--- src/rtl/icebreaker_ui_pkg.sv ---
// Shared encodings for the iCE40 button/LED user-interface block: display modes
// and the roles of the first three buttons in the COUNT and PWM modes.
package icebreaker_ui_pkg;

  typedef enum logic [1:0] {
    MODE_DIRECT = 2'd0,
    MODE_TOGGLE = 2'd1,
    MODE_COUNT  = 2'd2,
    MODE_PWM    = 2'd3
  } mode_e;

  localparam int unsigned BTN_INC = 0;
  localparam int unsigned BTN_DEC = 1;
  localparam int unsigned BTN_CLR = 2;

  // Widest supported button vector; role lookups are made on a vector padded to this.
  localparam int unsigned MAX_BTN = 8;

endpackage

--- src/rtl/icebreaker_btn_led_ctrl_if.sv ---
// Button/LED bundle between a board top level (master) and the UI controller (slave).
interface icebreaker_btn_led_ctrl_if #(
    parameter int unsigned NUM_BTN = 3,
    parameter int unsigned NUM_LED = 5
);

    logic [1:0]         mode;
    logic [NUM_BTN-1:0] btn_in;
    logic [NUM_BTN-1:0] btn_stable;
    logic [NUM_BTN-1:0] btn_press;
    logic [NUM_BTN-1:0] long_press;
    logic [NUM_LED-1:0] led_out;

    modport master (
        output mode,
        output btn_in,
        input  btn_stable,
        input  btn_press,
        input  long_press,
        input  led_out
    );

    modport slave (
        input  mode,
        input  btn_in,
        output btn_stable,
        output btn_press,
        output long_press,
        output led_out
    );

endinterface

--- src/rtl/icebreaker_btn_led_ctrl_debounce.sv ---
// One button channel: polarity fix, 2-flop sync, debounce, press pulse and, with
// ICEBREAKER_BTN_LONGPRESS_EN defined, a saturating hold counter for long presses.
module btn_debounce #(
    parameter logic        INVERT    = 1'b0,
    parameter int unsigned DB_LIMIT  = 12000,
    parameter int unsigned DB_BITS   = 16,
    parameter int unsigned LONG_BITS = 24
) (
    input  logic clk,
    input  logic rst,
    input  logic btn_raw,
    output logic stable,
    output logic press,
    output logic long_press
);

    localparam logic [DB_BITS-1:0] CNT_LAST = DB_BITS'(DB_LIMIT - 1);

    logic               sync1_q;
    logic               sync2_q;
    logic [DB_BITS-1:0] cnt_q;
    logic               stable_q;
    logic               press_q;
    logic               flip;

    // The window completes on the edge where the counter already shows DB_LIMIT-1.
    assign flip = (sync2_q != stable_q) && (cnt_q == CNT_LAST);

    always_ff @(posedge clk or posedge rst) begin
        if (rst) begin
            sync1_q  <= 1'b0;
            sync2_q  <= 1'b0;
            cnt_q    <= '0;
            stable_q <= 1'b0;
            press_q  <= 1'b0;
        end else begin
            sync1_q <= btn_raw ^ INVERT;
            sync2_q <= sync1_q;
            if ((sync2_q == stable_q) || flip) begin
                cnt_q <= '0;
            end else begin
                cnt_q <= cnt_q + 1'b1;
            end
            if (flip) begin
                stable_q <= ~stable_q;
            end
            press_q <= flip & ~stable_q;
        end
    end

    assign stable = stable_q;
    assign press  = press_q;

`ifdef ICEBREAKER_BTN_LONGPRESS_EN
    localparam logic [LONG_BITS-1:0] HOLD_PRE_SAT = {{(LONG_BITS-1){1'b1}}, 1'b0};

    logic [LONG_BITS-1:0] hold_q;
    logic                 long_q;

    // Saturation makes the all-ones match, and hence the pulse, happen once per hold.
    always_ff @(posedge clk or posedge rst) begin
        if (rst) begin
            hold_q <= '0;
            long_q <= 1'b0;
        end else begin
            if (!stable_q) begin
                hold_q <= '0;
            end else if (hold_q != '1) begin
                hold_q <= hold_q + 1'b1;
            end
            long_q <= stable_q && (hold_q == HOLD_PRE_SAT);
        end
    end

    assign long_press = long_q;
`else
    assign long_press = 1'b0;
`endif

endmodule

--- src/rtl/icebreaker_btn_led_ctrl.sv ---
// Board UI block: NUM_BTN debounced buttons driving NUM_LED registered LEDs in
// DIRECT, TOGGLE, COUNT or PWM mode. Long-press support: ICEBREAKER_BTN_LONGPRESS_EN.
module icebreaker_btn_led_ctrl
    import icebreaker_ui_pkg::*;
#(
    parameter int unsigned        NUM_BTN    = 3,
    parameter int unsigned        NUM_LED    = 5,
    parameter logic [NUM_BTN-1:0] BTN_INVERT = NUM_BTN'(3'b001),
    parameter int unsigned        DB_LIMIT   = 12000,
    parameter int unsigned        DB_BITS    = 16,
    parameter int unsigned        PWM_BITS   = 4,
    parameter int unsigned        LONG_BITS  = 24
) (
    input logic                      clk,
    input logic                      rst,
    icebreaker_btn_led_ctrl_if.slave bus
);

    logic [NUM_BTN-1:0]  stable;
    logic [NUM_BTN-1:0]  press;
    logic [NUM_BTN-1:0]  long_p;
    logic [MAX_BTN-1:0]  press_ext;
    logic                inc;
    logic                dec;
    logic                clr;
    mode_e               mode;

    logic [NUM_BTN-1:0]  tog_q, tog_d;
    logic [NUM_LED-1:0]  count_q, count_d;
    logic [PWM_BITS-1:0] level_q, level_d;
    logic [PWM_BITS-1:0] pwm_cnt_q;
    logic [NUM_LED-1:0]  led_q, led_d;
    logic [NUM_LED-1:0]  stable_map;
    logic [NUM_LED-1:0]  tog_map;
    logic                pwm_on;

    for (genvar g = 0; g < NUM_BTN; g++) begin : g_btn
        btn_debounce #(
            .INVERT    (BTN_INVERT[g]),
            .DB_LIMIT  (DB_LIMIT),
            .DB_BITS   (DB_BITS),
            .LONG_BITS (LONG_BITS)
        ) u_debounce (
            .clk        (clk),
            .rst        (rst),
            .btn_raw    (bus.btn_in[g]),
            .stable     (stable[g]),
            .press      (press[g]),
            .long_press (long_p[g])
        );
    end

    // Roles beyond the last fitted button read as never pressed.
    always_comb begin
        press_ext = '0;
        press_ext[NUM_BTN-1:0] = press;
    end

    assign inc  = press_ext[BTN_INC];
    assign dec  = press_ext[BTN_DEC];
    assign clr  = press_ext[BTN_CLR];
    assign mode = mode_e'(bus.mode);

    always_comb begin
        tog_d   = tog_q;
        count_d = count_q;
        level_d = level_q;
        case (mode)
            MODE_TOGGLE: begin
                tog_d = (|long_p) ? '0 : (tog_q ^ press);
            end
            MODE_COUNT: begin
                if (clr) begin
                    count_d = '0;
                end else if (inc && !dec) begin
                    count_d = count_q + 1'b1;
                end else if (dec && !inc) begin
                    count_d = count_q - 1'b1;
                end
            end
            MODE_PWM: begin
                if (inc && !dec && (level_q != '1)) begin
                    level_d = level_q + 1'b1;
                end else if (dec && !inc && (level_q != '0)) begin
                    level_d = level_q - 1'b1;
                end
            end
            default: ;
        endcase
    end

    // LED i follows button i mod NUM_BTN in the per-button modes.
    for (genvar g = 0; g < NUM_LED; g++) begin : g_map
        assign stable_map[g] = stable[g % NUM_BTN];
        assign tog_map[g]    = tog_d[g % NUM_BTN];
    end

    assign pwm_on = (pwm_cnt_q < level_d);

    always_comb begin
        led_d = '0;
        case (mode)
            MODE_DIRECT: led_d = stable_map;
            MODE_TOGGLE: led_d = tog_map;
            MODE_COUNT:  led_d = count_d;
            MODE_PWM:    led_d = {NUM_LED{pwm_on}};
            default:     led_d = '0;
        endcase
    end

    always_ff @(posedge clk or posedge rst) begin
        if (rst) begin
            tog_q     <= '0;
            count_q   <= '0;
            level_q   <= '0;
            pwm_cnt_q <= '0;
            led_q     <= '0;
        end else begin
            tog_q     <= tog_d;
            count_q   <= count_d;
            level_q   <= level_d;
            pwm_cnt_q <= pwm_cnt_q + 1'b1;
            led_q     <= led_d;
        end
    end

    assign bus.btn_stable = stable;
    assign bus.btn_press  = press;
    assign bus.long_press = long_p;
    assign bus.led_out    = led_q;

endmodule

--- src/flat_wrapper.sv ---
// flat-port wrapper written by rule: the top's interface ports become plain ports
module icebreaker_btn_led_ctrl_flat import icebreaker_ui_pkg::*;
#(
    parameter int unsigned        NUM_BTN    = 3,
    parameter int unsigned        NUM_LED    = 5,
    parameter logic [NUM_BTN-1:0] BTN_INVERT = NUM_BTN'(3'b001),
    parameter int unsigned        DB_LIMIT   = 12000,
    parameter int unsigned        DB_BITS    = 16,
    parameter int unsigned        PWM_BITS   = 4,
    parameter int unsigned        LONG_BITS  = 24
)
  (clk, rst, bus_mode, bus_btn_in, bus_btn_stable, bus_btn_press, bus_long_press, bus_led_out);
  icebreaker_btn_led_ctrl_if #(.NUM_BTN(NUM_BTN), .NUM_LED(NUM_LED)) bus_i ();
  input logic clk;
  input logic rst;
  input wire logic [$bits(bus_i.mode)-1:0] bus_mode;
  input wire logic [$bits(bus_i.btn_in)-1:0] bus_btn_in;
  output wire logic [$bits(bus_i.btn_stable)-1:0] bus_btn_stable;
  output wire logic [$bits(bus_i.btn_press)-1:0] bus_btn_press;
  output wire logic [$bits(bus_i.long_press)-1:0] bus_long_press;
  output wire logic [$bits(bus_i.led_out)-1:0] bus_led_out;
  assign bus_i.mode = bus_mode;
  assign bus_i.btn_in = bus_btn_in;
  assign bus_btn_stable = bus_i.btn_stable;
  assign bus_btn_press = bus_i.btn_press;
  assign bus_long_press = bus_i.long_press;
  assign bus_led_out = bus_i.led_out;
  icebreaker_btn_led_ctrl #(.NUM_BTN(NUM_BTN), .NUM_LED(NUM_LED), .BTN_INVERT(BTN_INVERT), .DB_LIMIT(DB_LIMIT), .DB_BITS(DB_BITS), .PWM_BITS(PWM_BITS), .LONG_BITS(LONG_BITS)) u_core (.clk(clk), .rst(rst), .bus(bus_i));
endmodule
--- config.mk ---
export PLATFORM = sky130hd
export DESIGN_NAME = icebreaker_btn_led_ctrl_flat
export DESIGN_NICKNAME = d
export VERILOG_FILES = /design/src/rtl/icebreaker_ui_pkg.sv /design/src/rtl/icebreaker_btn_led_ctrl_if.sv /design/src/rtl/icebreaker_btn_led_ctrl_debounce.sv /design/src/rtl/icebreaker_btn_led_ctrl.sv /design/src/flat_wrapper.sv
export SDC_FILE = /design/constraint.sdc
export NUM_CORES = 1
export LEC_CHECK = 0
export ABC_AREA = 1
export BUFFER_PORTS_ARGS = -buffer_cell sky130_fd_sc_hd__buf_2
export CAP_MARGIN = 10
export CORE_MARGIN = 3
export CORE_UTILIZATION = 49
export DETAILED_ROUTE_END_ITERATION = 8
export MAX_ROUTING_LAYER = met4
export PLACE_DENSITY = 0.64
export SLEW_MARGIN = 20
export SYNTH_ARGS = -nofsm -noshare
export SYNTH_HDL_FRONTEND = slang
export SYNTH_HIERARCHICAL = 1
export SYNTH_SLANG_ARGS = --single-unit
export TNS_END_PERCENT = 50
--- constraint.sdc ---
create_clock -name clk -period 2.2 [get_ports clk]
set_input_delay 0.22 -clock clk [delete_from_list [all_inputs] [get_ports clk]]
set_output_delay 0.22 -clock clk [all_outputs]
set_load 0.02 [all_outputs]
### Word-level counts from Yosys, hierarchy flattened

Cells that the tools add are included.

| storage, ports and cells | value |
|---|---|
| bits in registers | 81 |
| output and inout bits | 14 |
| word-level logic and storage cells | 76 |

| cells by class | value |
|---|---|
| $add $sub $neg | 8 |
| $lt $le $gt $ge | 1 |
| equal/unequal tests | 13 |
| mux-type cells | 12 |
| bitwise logic cells | 8 |
| reductions and logical operators | 14 |

Operators by type and width:

| operator | number |
|---|---|
| adder 16 x 1 -> 16 bit, second input constant | 3 |
| equality test 16 x 14 -> 1 bit, second input constant | 3 |
| 2-to-1 mux 16 bit | 3 |
| 2-to-1 mux 5 bit | 4 |
| case mux 5 bit (4 select lines) | 1 |
| 2-to-1 mux 4 bit | 3 |
| adder 4 x 1 -> 4 bit, second input constant | 2 |
| logical AND 1 bit | 7 |
| adder 5 x 1 -> 5 bit, second input constant | 1 |
| subtractor 5 x 1 -> 5 bit, second input constant | 1 |
| equality test 2 bit, second input constant | 2 |
| < comparator 4 bit | 1 |
| != test 4 bit, second input constant | 1 |
| inverter 1 bit | 4 |
| nonzero test 4 bit | 1 |
| subtractor 4 x 1 -> 4 bit, second input constant | 1 |
| AND 1 bit | 3 |
| equality test 1 bit | 3 |
| logical OR 1 bit | 3 |
| 2-to-1 mux 3 bit | 1 |
| != test 1 bit | 3 |
| XOR 3 bit | 1 |
| equality test 2 x 1 -> 1 bit, second input constant | 1 |
| logical NOT 1 bit | 2 |
| logical NOT 2 bit | 1 |

### Longest topological paths before layout

| depth | value |
|---|---|
| depth in word-level cells | 8 |
| gate-level depth with buffers | 16 |
| gate-level depth less buffers | 16 |

### By module

Netlist, hierarchy kept.

Modules (own cells, without submodules):

| module | times used | cells each | area an instance (um^2) | sequential area each (um^2) |
|---|---|---|---|---|
| btn_debounce (u_core.g_btn[1].u_debounce ...) | 2 | 131 | 1067.3 | 500.5 |
| icebreaker_btn_led_ctrl | 1 | 162 | 1303.8 | 525.5 |
| btn_debounce (u_core.g_btn[0].u_debounce) | 1 | 132 | 1071.0 | 500.5 |

### Least setup slack after synthesis

Ideal clock, no wire load.

| timing path | value |
|---|---|
| path type | register to register |
| start point | register u_core.level_q[0] |
| end point | register u_core.led_q[2] (netlist: u_core/bus.led_out[2]) |
| arrival time | 2029 ps |
| slack | 98 ps |
| cell stages (with the launch flop) | 15 |
| period minus slack after synthesis | 2102 ps |
| path through | dfrtp_1 inv_1 ha_1 nand2_1 nand2_2 nand2_2 nand2_2 inv_1 o21ai_1 xor2_1 inv_1 ha_1 a211oi_1 nand2_2 a21oi_2 |

| between the ends | value |
|---|---|
| cells in the longest elaborated chain, start to end | 7 |

RTL lines:

| item | RTL line | source |
|---|---|---|
| start, declared | icebreaker_btn_led_ctrl.sv:30 | `logic [PWM_BITS-1:0] level_q, level_d;` |
| start signal, assigned | icebreaker_btn_led_ctrl.sv:121 | `level_q <= level_d;` |
| branches (longest 3 deep; another with subtractor 4 x 1 -> 4 bit) | -- |  |
| 2-to-1 mux 4 bit (*) | icebreaker_btn_led_ctrl.sv:82 | `if (inc && !dec && (level_q != '1)) begin` |
| 2-to-1 mux 4 bit (*) | icebreaker_btn_led_ctrl.sv:68 | `case (mode)` |
| named net u_core.level_d[3] | icebreaker_btn_led_ctrl.sv:30 |  |
| < comparator 4 bit (*) | icebreaker_btn_led_ctrl.sv:98 | `assign pwm_on = (pwm_cnt_q < level_d);` |
| case mux 5 bit (4 select lines) (*) | icebreaker_btn_led_ctrl.sv:102 | `case (mode)` |
| named net u_core.led_d[2] | icebreaker_btn_led_ctrl.sv:32 | `logic [NUM_LED-1:0] led_q, led_d;` |
| end signal, assigned | icebreaker_btn_led_ctrl.sv:123 | `led_q <= led_d;` |
| end, declared | icebreaker_btn_led_ctrl.sv:32 |  |

Mark *: on every way through the listed nets, which the timed path passes.
A chain may end at the register's enable or synchronous reset.

### Worst setup path in the final report

Ends and elaborated chain as after synthesis.

==> flow_metrics.tcl <==
set metrics [dict create \
    cp_slowest_cell "dfrtp_1" \
    synth.lib_cells_used.distinct 38 \
    worst_path_most_repeated_cell "nand2_4" \
    most-common-layout-cells "127 x nand2_1, 81 x dfrtp_1, 74 x nor2_1" \
    coreArea_um2 8850 \
    outcome "finished with violations" \
    setup.worst_path.end_class "register" \
    avgRoutedWirePerCell_um 12.2 \
    final.setup.worst_slack_ps -11.4 \
    fmaxAchievable_ghz 0.452 \
    synth.net_count 574 \
    route.antenna.remaining_nets 0 \
    critPathLaunchType "register" \
    mostFrequentLayoutCell "nand2_1" \
    dp_hpwl_um 6190 \
    synthesis.area_per_instance_um2 8.11 \
    cap_viol_max_count 0 \
    design.portCount 21 \
    grt_max_degree 22 \
    dieHeight_um 102 \
    leakage_nw 2.34 \
    setup_viol_count_final 1 \
    number_of_fillers_in_the_final_layout 797 \
    ctsLongestPathBuffers 2 \
    htree_num_levels 3 \
    netlist_area_um2 4510 \
    first_global_vias 3298 \
    regToRegSetupSlack_ps -10 \
    post-route-cell-area_um2 5000 \
    slowest_delay_ps 410 \
    area.growth.synth_to_final_pct 10.8 \
    sequential_cell_area_fraction_in_the_yosys_report_pct 45.0 \
    rsz_0062_raised_after_global_routing "yes" \
    cts_tree "done" \
    worst-setup-path-type "reg2reg" \
    post-route-period-util_pct 101 \
    tightest_hold_margin_ps 28.0 \
    numPortBuffers 17 \
    clkTransAtPathRegs_ps 80 \
    worst-endpoint-arrival_ps 2470 \
    area_after_dpl_um2 4690 \
    drtIter0Drc 103 \
    clock_sinks 81 \
    hp-class "in2reg" \
    start_util_pct 51.0 \
    worstPathRequired_ps 2460 \
    critPathMaxFanout 5 \
    vias 3541 \
    gp_routability_congestion 0.914 \
    antenna_found_initial 0 \
    die-width_um 102 \
    skew_ps 10.7 \
    yosysWarnings 6 \
    wirelength_um 8540 \
    global_route_wire_length_before_repair_um 15100 \
    layout_min_cycle_time_ps 2210 \
    die_area_um2 10400 \
    final_nets 606 \
    antenna_cells 0 \
    power-per-cell-area_nw_per_um2 554 \
    report.final.hold_viol_count 0 \
    dr.pass1.iters 4 \
    violations "setup timing" \
    post_route_cells_drive_above_1_share_pct 19.8 \
    globalRouteTotalUtil_pct 18.7 \
    worst_pin_slew_ps 809 \
    synth.ff_latch_count 81 \
    cts-buffers-inserted 9 \
    cts.root.buffer_cell "clkbuf_8" \
    clk_latency_ps 330 \
    critPathBufInv 2 \
    report.final.slew_viol_count 0 \
    ir_drop_v 0.000360 \
    slew_headroom_pct 46.0 \
    fin_total_pwr_w 0.00277 \
    globalRoute.totalOverflow 0 \
    vias_per_cell 5.07 \
    drt_drc_violations_left 0 \
    worstPathCellList "ha_2 -> nand3_2 -> nand2_4 -> nand2_4 -> nand2_4 -> inv_2 -> o21ai_2 -> xor2_1 -> inv_1 -> ha_4 -> a211oi_4 -> nand2_4 -> a21oi_2" \
    cp_top_family "adder cells" \
    synthesis.instances 556 \
    std_cell_rows 34 \
]
[Yosys cell counts (all sizes together)]
| master | instances | area (um^2) |
|---|---|---|
| a31oi | 1 | 6.26 |
| nand4 | 22 | 138 |
| or2 | 5 | 31.3 |
| xor2 | 17 | 149 |
| nand3 | 33 | 180 |
| nor2 | 103 | 484 |
| ha | 11 | 138 |
| a21oi | 2 | 13.8 |
| nand3b | 4 | 30.0 |
| buf | 10 | 95.1 |
| dfrtp | 81 | 2030 |
| o21bai | 10 | 75.1 |
| conb | 3 | 11.3 |
| inv | 65 | 244 |
| clkinv | 1 | 5.00 |
| o2111ai | 1 | 8.76 |
| xnor2 | 7 | 61.3 |
| o22ai | 2 | 12.5 |
| nand2 | 147 | 614 |
| and2 | 1 | 6.26 |
| a211oi | 1 | 7.51 |
| nor4 | 3 | 18.8 |
| o21ai | 19 | 95.1 |
| nor3 | 6 | 50.1 |
| a21o | 1 | 7.51 |
[area by class of cell]
cell class / instances / area, um^2 / share of cell area [%]
multi-input cells: 399 / 2220 / 44.5
inverters: 66 / 249 / 4.98
repair buffers: 31 / 195 / 3.91
flip-flops and latches: 81 / 2030 / 40.6
well taps: 108 / 135 / 2.70
clock buffers: 11 / 151 / 3.03
clock inverters: 3 / 17.5 / 0.351
[worst register-to-register path, delay by kind of cell (launching register included)]
family	cells	cell delay, ps
flops	1	410
buf+inv	2	140
fa+ha+maj	2	480
xor+xnor	1	200
compound gates	3	450
simple gates	5	470
[registers in the layout (all words and copies together), names as in the netlist]
name,flops
u_core/g_btn.u_debounce/cnt_q,48
u_core/bus.led_out,5
u_core/count_q,5
u_core/level_q,4
u_core/pwm_cnt_q,4
u_core/g_btn.u_debounce/press,3
u_core/g_btn.u_debounce/stable,3
u_core/g_btn.u_debounce/sync1_q,3
u_core/g_btn.u_debounce/sync2_q,3
u_core/tog_q,3
[timing repair]
item                                    4_1_cts  5_1_grt
buffers inserted                              2        3
endpoints found under the setup margin        5        5
hold buffers                                  2        0
gates resized for setup                       3       15
gates cloned                                  0        0
pin swaps                                     4        9
hold endpoints to repair                      2        0
[cells by family (layout without fill, tap and decap cells)]
kind of cell	after synthesis	count (layout)	synth area share [%]
AO/OA/AOI/OAI	37	37	5.02
XOR/XNOR	24	24	4.66
adder cells (fa/ha/maj)	11	11	3.05
buffers and inverters	76	111	7.63
flip-flops	81	81	44.9
other	3	3	0.250
AND/OR/NAND/NOR	324	324	34.4
[through the flow]
stage          utilization, %  worst slack [ps]  setup TNS (ps)  instances
6_report                 56.5             -11.4           -11.4        699
5_1_grt                  56.5              -180            -642        699
3_3_place_gp             53.0              15.9               0        678
3_5_place_dp             53.0              -115            -499        678
4_1_cts                  55.4              3.36               0        696
2_1_floorplan               -              98.2               0        556
[final timing paths]
| path | start | to | depth (start not counted) |
|---|---|---|---|
| max reg2reg | u_core/level_q[0] | u_core/bus.led_out[2] | 13 |
| max | u_core/level_q[0] | u_core/bus.led_out[2] | 13 |
| max in group asynchronous | rst | u_core/bus.led_out[2] | 2 |
| min in group asynchronous | rst | u_core/g_btn[0].u_debounce/cnt_q[12] | 2 |
| min reg2reg | u_core/g_btn[0].u_debounce/sync1_q | u_core/g_btn[0].u_debounce/sync2_q | 0 |
| min | bus_btn_in[0] | u_core/g_btn[0].u_debounce/sync1_q | 2 |
[layer usage]
metal / vias to the layer above / wire, um / GRT usage (%)
met1: 1655 / 4100 / 24.7
met3: 8 / 286 / 4.16
met2: 55 / 4060 / 29.6
li1: 1823 / - / -
met5: - / 0 / -
met4: 0 / 93 / 4.44
[report_power, final]
group          leakage [nW]  switching [W]  internal [W]  total, W
Sequential             1.07      0.0000370       0.00154   0.00157
Clock                0.0871       0.000508      0.000456  0.000964
Combinational          1.18       0.000156     0.0000727  0.000228
Power figures use the tool's default switching activity.
